--- src/rtl/prbs_sweep_ctrl.sv ---
// Frequency sweep sequencer for a PRBS generator: per step it resets the generator, counts ones over N rollovers, reports the count.
// Optional SWEEP_ABORT_EN adds an abort input that ends a running sweep through DONE.
module prbs_sweep_ctrl (
  input  logic        clk,
  input  logic        reset,
  input  logic        start,
  input  logic [31:0] freq_start,
  input  logic [31:0] freq_step,
  input  logic [7:0]  num_steps,
  input  logic [15:0] dwell_cycles,
  input  logic        gen_signal_out,
  input  logic        gen_signal_cycle,
`ifdef SWEEP_ABORT_EN
  input  logic        abort,
`endif
  output logic        gen_reset,
  output logic [31:0] gen_user_freq,
  output logic        busy,
  output logic        done,
  output logic        res_valid,
  input  logic        res_ready,
  output logic [7:0]  res_step,
  output logic [31:0] res_freq,
  output logic [31:0] res_ones
);

  typedef enum logic [2:0] {
    S_IDLE, S_GEN_RST, S_DWELL, S_REPORT, S_DONE
  } state_t;

  state_t      r_state;
  logic [31:0] r_freq_step;
  logic [7:0]  r_num_steps;
  logic [15:0] r_dwell;
  logic [7:0]  r_step;
  logic [31:0] r_freq;
  logic [31:0] r_ones;
  logic [15:0] r_roll;
  logic        r_rst_cnt;
  logic        r_gen_reset;
  logic        r_busy;
  logic        r_done;
  logic        r_res_valid;
  logic [7:0]  r_res_step;
  logic [31:0] r_res_freq;
  logic [31:0] r_res_ones;

  logic [31:0] w_ones_next;
  logic [15:0] w_roll_next;
  logic [15:0] w_dwell_eff;
  logic        w_dwell_hit;
  logic        w_last;
  logic        w_abort;

`ifdef SWEEP_ABORT_EN
  assign w_abort = abort;
`else
  assign w_abort = 1'b0;
`endif

  // Ones count saturates rather than wrapping so a long dwell never under-reports.
  assign w_ones_next = (gen_signal_out && (r_ones != 32'hFFFF_FFFF)) ? r_ones + 32'd1 : r_ones;
  assign w_roll_next = r_roll + 16'd1;
  assign w_dwell_eff = (r_dwell == 16'd0) ? 16'd1 : r_dwell;
  assign w_dwell_hit = gen_signal_cycle && (w_roll_next == w_dwell_eff);
  assign w_last      = (r_step == r_num_steps - 8'd1);

  always_ff @(posedge clk or posedge reset) begin
    if (reset) begin
      r_state     <= S_IDLE;
      r_freq_step <= '0;
      r_num_steps <= '0;
      r_dwell     <= '0;
      r_step      <= '0;
      r_freq      <= '0;
      r_ones      <= '0;
      r_roll      <= '0;
      r_rst_cnt   <= 1'b0;
      r_gen_reset <= 1'b1;
      r_busy      <= 1'b0;
      r_done      <= 1'b0;
      r_res_valid <= 1'b0;
      r_res_step  <= '0;
      r_res_freq  <= '0;
      r_res_ones  <= '0;
    end else begin
      r_done <= 1'b0;
      if (w_abort && (r_state != S_IDLE) && (r_state != S_DONE)) begin
        r_state     <= S_DONE;
        r_done      <= 1'b1;
        r_res_valid <= 1'b0;
        r_gen_reset <= 1'b1;
      end else begin
        case (r_state)
          S_IDLE: begin
            if (start) begin
              r_freq_step <= freq_step;
              r_num_steps <= num_steps;
              r_dwell     <= dwell_cycles;
              r_step      <= '0;
              r_freq      <= freq_start;
              r_ones      <= '0;
              r_roll      <= '0;
              r_rst_cnt   <= 1'b0;
              r_busy      <= 1'b1;
              if (num_steps == 8'd0) begin
                r_state <= S_DONE;
                r_done  <= 1'b1;
              end else begin
                r_state <= S_GEN_RST;
              end
            end
          end
          S_GEN_RST: begin
            if (r_rst_cnt) begin
              r_state     <= S_DWELL;
              r_gen_reset <= 1'b0;
            end else begin
              r_rst_cnt <= 1'b1;
            end
          end
          S_DWELL: begin
            r_ones <= w_ones_next;
            if (gen_signal_cycle) r_roll <= w_roll_next;
            // The rollover cycle's own bit is part of the reported count.
            if (w_dwell_hit) begin
              r_state     <= S_REPORT;
              r_gen_reset <= 1'b1;
              r_res_valid <= 1'b1;
              r_res_step  <= r_step;
              r_res_freq  <= r_freq;
              r_res_ones  <= w_ones_next;
            end
          end
          S_REPORT: begin
            if (res_ready) begin
              r_res_valid <= 1'b0;
              if (w_last) begin
                r_state <= S_DONE;
                r_done  <= 1'b1;
              end else begin
                r_state   <= S_GEN_RST;
                r_step    <= r_step + 8'd1;
                r_freq    <= r_freq + r_freq_step;
                r_ones    <= '0;
                r_roll    <= '0;
                r_rst_cnt <= 1'b0;
              end
            end
          end
          S_DONE: begin
            r_state <= S_IDLE;
            r_busy  <= 1'b0;
          end
          default: r_state <= S_IDLE;
        endcase
      end
    end
  end

  assign gen_reset     = r_gen_reset;
  assign gen_user_freq = r_freq;
  assign busy          = r_busy;
  assign done          = r_done;
  assign res_valid     = r_res_valid;
  assign res_step      = r_res_step;
  assign res_freq      = r_res_freq;
  assign res_ones      = r_res_ones;

endmodule
--- config.mk ---
export PLATFORM = sky130hd
export DESIGN_NAME = prbs_sweep_ctrl
export DESIGN_NICKNAME = d
export VERILOG_FILES = /design/src/rtl/prbs_sweep_ctrl.sv
export SDC_FILE = /design/constraint.sdc
export NUM_CORES = 1
export LEC_CHECK = 0
export CAP_MARGIN = 10
export CELL_PAD_IN_SITES_DETAIL_PLACEMENT = 1
export CELL_PAD_IN_SITES_GLOBAL_PLACEMENT = 1
export CORE_MARGIN = 2
export CORE_UTILIZATION = 30
export CTS_CLUSTER_SIZE = 30
export DETAILED_ROUTE_END_ITERATION = 8
export GPL_TIMING_DRIVEN = 0
export PLACE_DENSITY_LB_ADDON = 0.3
export SETUP_SLACK_MARGIN = 0.15
export SYNTH_ARGS = -nofsm -noshare
export SYNTH_HDL_FRONTEND = slang
export SYNTH_SLANG_ARGS = --single-unit
--- constraint.sdc ---
create_clock -name clk -period 6.85 [get_ports clk]
set_input_delay 1.0275 -clock clk [delete_from_list [all_inputs] [get_ports clk]]
set_output_delay 1.0275 -clock clk [all_outputs]
set_load 0.1 [all_outputs]
==> run_results.csv <==
group,metric,value,unit
detailed_routing,via_per_inst,5.14,
timing,setup_viol,0,
timing,final_max_slew_viol_count,0,
floorplanning,die_h,207,microns
global_route,first_global_vias,11900,
cells_and_area,area_growth,30.3,%
floorplanning,placementRows,74,
synthesis,ys_warn_count,0,
timing,period_needed,4.52,ns
setup_path,cp.required,7.26,ns
synthesis,syn-num-nets,1495,
place,place_congestion,0.826,
clock_network,clkTransAtPathRegs,0.06,ns
global_route,grt_util_all_layers,19.9,%
detailed_routing,drtAntennaViolNets,0,
clock_network,cts_tree,"built",
worst_hold_path,hold_class,"reg -> reg",
global_route,antenna_found_initial,10,
detailed_routing,wl_per_cell,19.4,microns
cells_and_area,nets,1732,
timing,rsz0062_at_grt,"no",
clock_network,root_buffer,"clkbuf_16",
pwr,ir_drop,452,uV
synthesis,synth.avg_cell_area,9.01,sq um
synthesis,yosysSeqAreaShare,45.6,%
synthesis,synth_area_leaders,"dfrtp_1 45%, nand2_1 7.7%, a21oi_1 4.7%",
synthesis,yosys.area.top_type,"dfrtp_1",
synthesis,ys_seq_elements,224,
clock_network,clk_path_buf_depth,3,
setup_path,endpoint_kind,"flop",
pwr,p_switching,4.10,mW
synthesis,synth.distinct_cells,70,
clock_network,cts-resized-gates,0,
timing,skew,0.00777,ns
clock_network,cts.sinks,224,
pwr,p_leak,6.96,nW
pwr,combPwrFrac,56.1,%
timing,min_period_over_period,66.0,%
pwr,pwr-share-clk,18.6,%
timing,setup_tns,0,ns
global_route,gr-total-overflow,0,
global_route,grt_start_max_net_pins,40,
flow_run,maxCapViolCount,0,
floorplanning,coreArea,40600,sq um
timing,hold_viol,0,
clock_network,cts_hold_buf,0,
synthesis,yosys.area.top_type_share,45.4,%
pwr,power_density,503,nW/um^2
status,status,"finished clean",
synthesis,synth_edf_count,0,
place,dp_hpwl,31.2,mm
pwr,swShare,50.8,%
detailed_routing,drc_errors,0,
setup_path,cp_max_fo,10,
clock_network,cts-htree-levels,1,
synthesis,synth_common_cells,"253 x nand2_1, 223 x dfrtp_1, 124 x nor2_1",
floorplanning,die_area,42600,sq um
setup_path,critical_path_class,"reg -> reg",
detailed_routing,drtPass1Iterations,4,
floorplanning,die_x,207,microns
place,io_buffers,201,
pwr,seqPwrFrac,25.3,%
pwr,finalPower,8.07,mW
setup_path,startpoint_type,"flop",
synthesis,synth_most_common_cell,"nand2_1",
timing,fmax,221,MHz
clock_network,postCtsSetupBuffers,0,
clock_network,clock_latency,0.56,ns
detailed_routing,vias,11100,
synthesis,netlist_instances,1365,
timing,worstMarginPinSlew,1.16,ns
clock_network,numCtsBuffers,28,
floorplanning,ios,202,
synthesis,async_flop_share,100,%
synthesis,synth_ff_type,"dfrtp_1",
timing,slew_headroom,22.0,%
detailed_routing,wl,41.8,mm
cells_and_area,drive_gt1_share,8.77,%
detailed_routing,drt_iter0_drc,527,
global_route,grt_pass1_wl,66.6,mm
setup_path,critPathArrivalTime,4.93,ns
synthesis,netlist_area,12300,sq um
floorplanning,initial_core_util,30.3,%
pwr,internal-power,3.97,mW
[worst max-delay path, cell delays in order, from the launching register on]
cell and delay [ns]:
dfrtp_1 0.33, clkbuf_1 0.33, nand4_1 0.34, nor2_1 0.49
nand3_1 0.21, xnor2_1 0.18, nor4_1 0.32, nand3_1 0.14
nor3_2 0.89, buf_2 0.48, buf_1 0.53, a21oi_1 0.14
[power groups by stage]
stage               logic, mW  registers, mW  clock network [mW]
detailed placement       4.50           2.06                   0
global placement         4.40           2.05                   0
floorplan                2.14           3.17                   0
global route             4.91           2.09                1.59
finish                   4.53           2.04                1.50
CTS                      4.53           2.05                1.54
[cell families after synthesis]
| group | share of synthesized area [%] |
|---|---|
| AO/OA/AOI/OAI | 17.4 |
| XOR/XNOR | 6.91 |
| adder cells (fa/ha/maj) | 3.72 |
| buffers and inverters | 3.53 |
| flip-flops | 45.6 |
| multiplexers | 3.92 |
| AND/OR/NAND/NOR | 18.9 |
[routing by layer]
| layer | wire length [microns] | up-vias | track usage (%) |
|---|---|---|---|
| met5 | 68 | - | 0 |
| met2 | 20100 | 244 | 33.7 |
| met3 | 2160 | 71 | 4.16 |
| li1 | - | 5282 | - |
| met1 | 18400 | 5475 | 25.7 |
| met4 | 956 | 10 | 5.31 |
[path summary, 6_finish.rpt]
kind                       slack, ns                     endpoint                   startpoint  depth (start not counted)
setup reg to reg                2.33     res_ones[29]$_DFFE_PP0P_        r_roll[5]$_DFFE_PP0P_                         11
max in group asynchronous       4.95        gen_reset$_DFFE_PP1P_                        reset                          4
hold reg to reg                 0.48  r_freq_step[30]$_DFFE_PP0P_  r_freq_step[30]$_DFFE_PP0P_                          2
hold / removal                  0.48  r_freq_step[30]$_DFFE_PP0P_  r_freq_step[30]$_DFFE_PP0P_                          2
min in group asynchronous       0.93      res_ones[8]$_DFFE_PP0P_                        reset                          2
setup / recovery                2.33     res_ones[29]$_DFFE_PP0P_        r_roll[5]$_DFFE_PP0P_                         11
[through the flow]
stage	hold slack (ns)	instances	setup WS, ns	util, %	area (sq um)
6_report	0.481	2157	2.33	39.4	16000
5_1_grt	0.513	2156	1.98	39.4	16000
4_1_cts	0.488	2152	2.27	39.4	16000
3_5_place_dp	0.473	2104	2.09	37.2	15100
3_3_place_gp	0.459	2098	0.760	36.9	15000
2_1_floorplan	0.447	1365	2.90	-	12300
[registers in the layout, summed over array words and instances, names as in the netlist, 16 cells and up]
| name | flops |
|---|---|
| res_ones | 32 |
| res_freq | 32 |
| r_ones | 32 |
| r_roll | 16 |
| r_dwell | 16 |
| gen_user_freq | 32 |
| r_freq_step | 32 |
[cells in the final DEF, fill, tap and decap left out, types with 7 or more instances in the layout]
master,instances
o31ai_1,25
inv_1,14
or3_1,7
xnor2_1,60
nand3_1,31
nor2_1,124
nor3_1,19
mux2_2,41
dfrtp_1,223
o21ai_1,34
a31oi_1,24
o21ai_0,54
a211oi_1,7
a21oi_1,115
buf_2,14
nand4_1,15
xor2_1,37
a21o_1,14
and3_1,24
ha_1,35
nand2_1,253
clkbuf_1,61
clkbuf_16,29
nor4_1,12
o21ai_2,20
clkdlybuf4s50_1,201
[final cells by class]
type | instances | area [sq um]
antenna | 5 | 12.5
buffer | 80 | 378
clock buffer | 42 | 835
clock inverter | 6 | 80.1
fill | 4747 | 24600
inverter | 15 | 60.1
multi-input combinational | 1046 | 6260
sequential | 224 | 5610
tap | 532 | 666
timing repair buffer | 207 | 2130
Note: power is estimated with default switching activity, not from simulation.
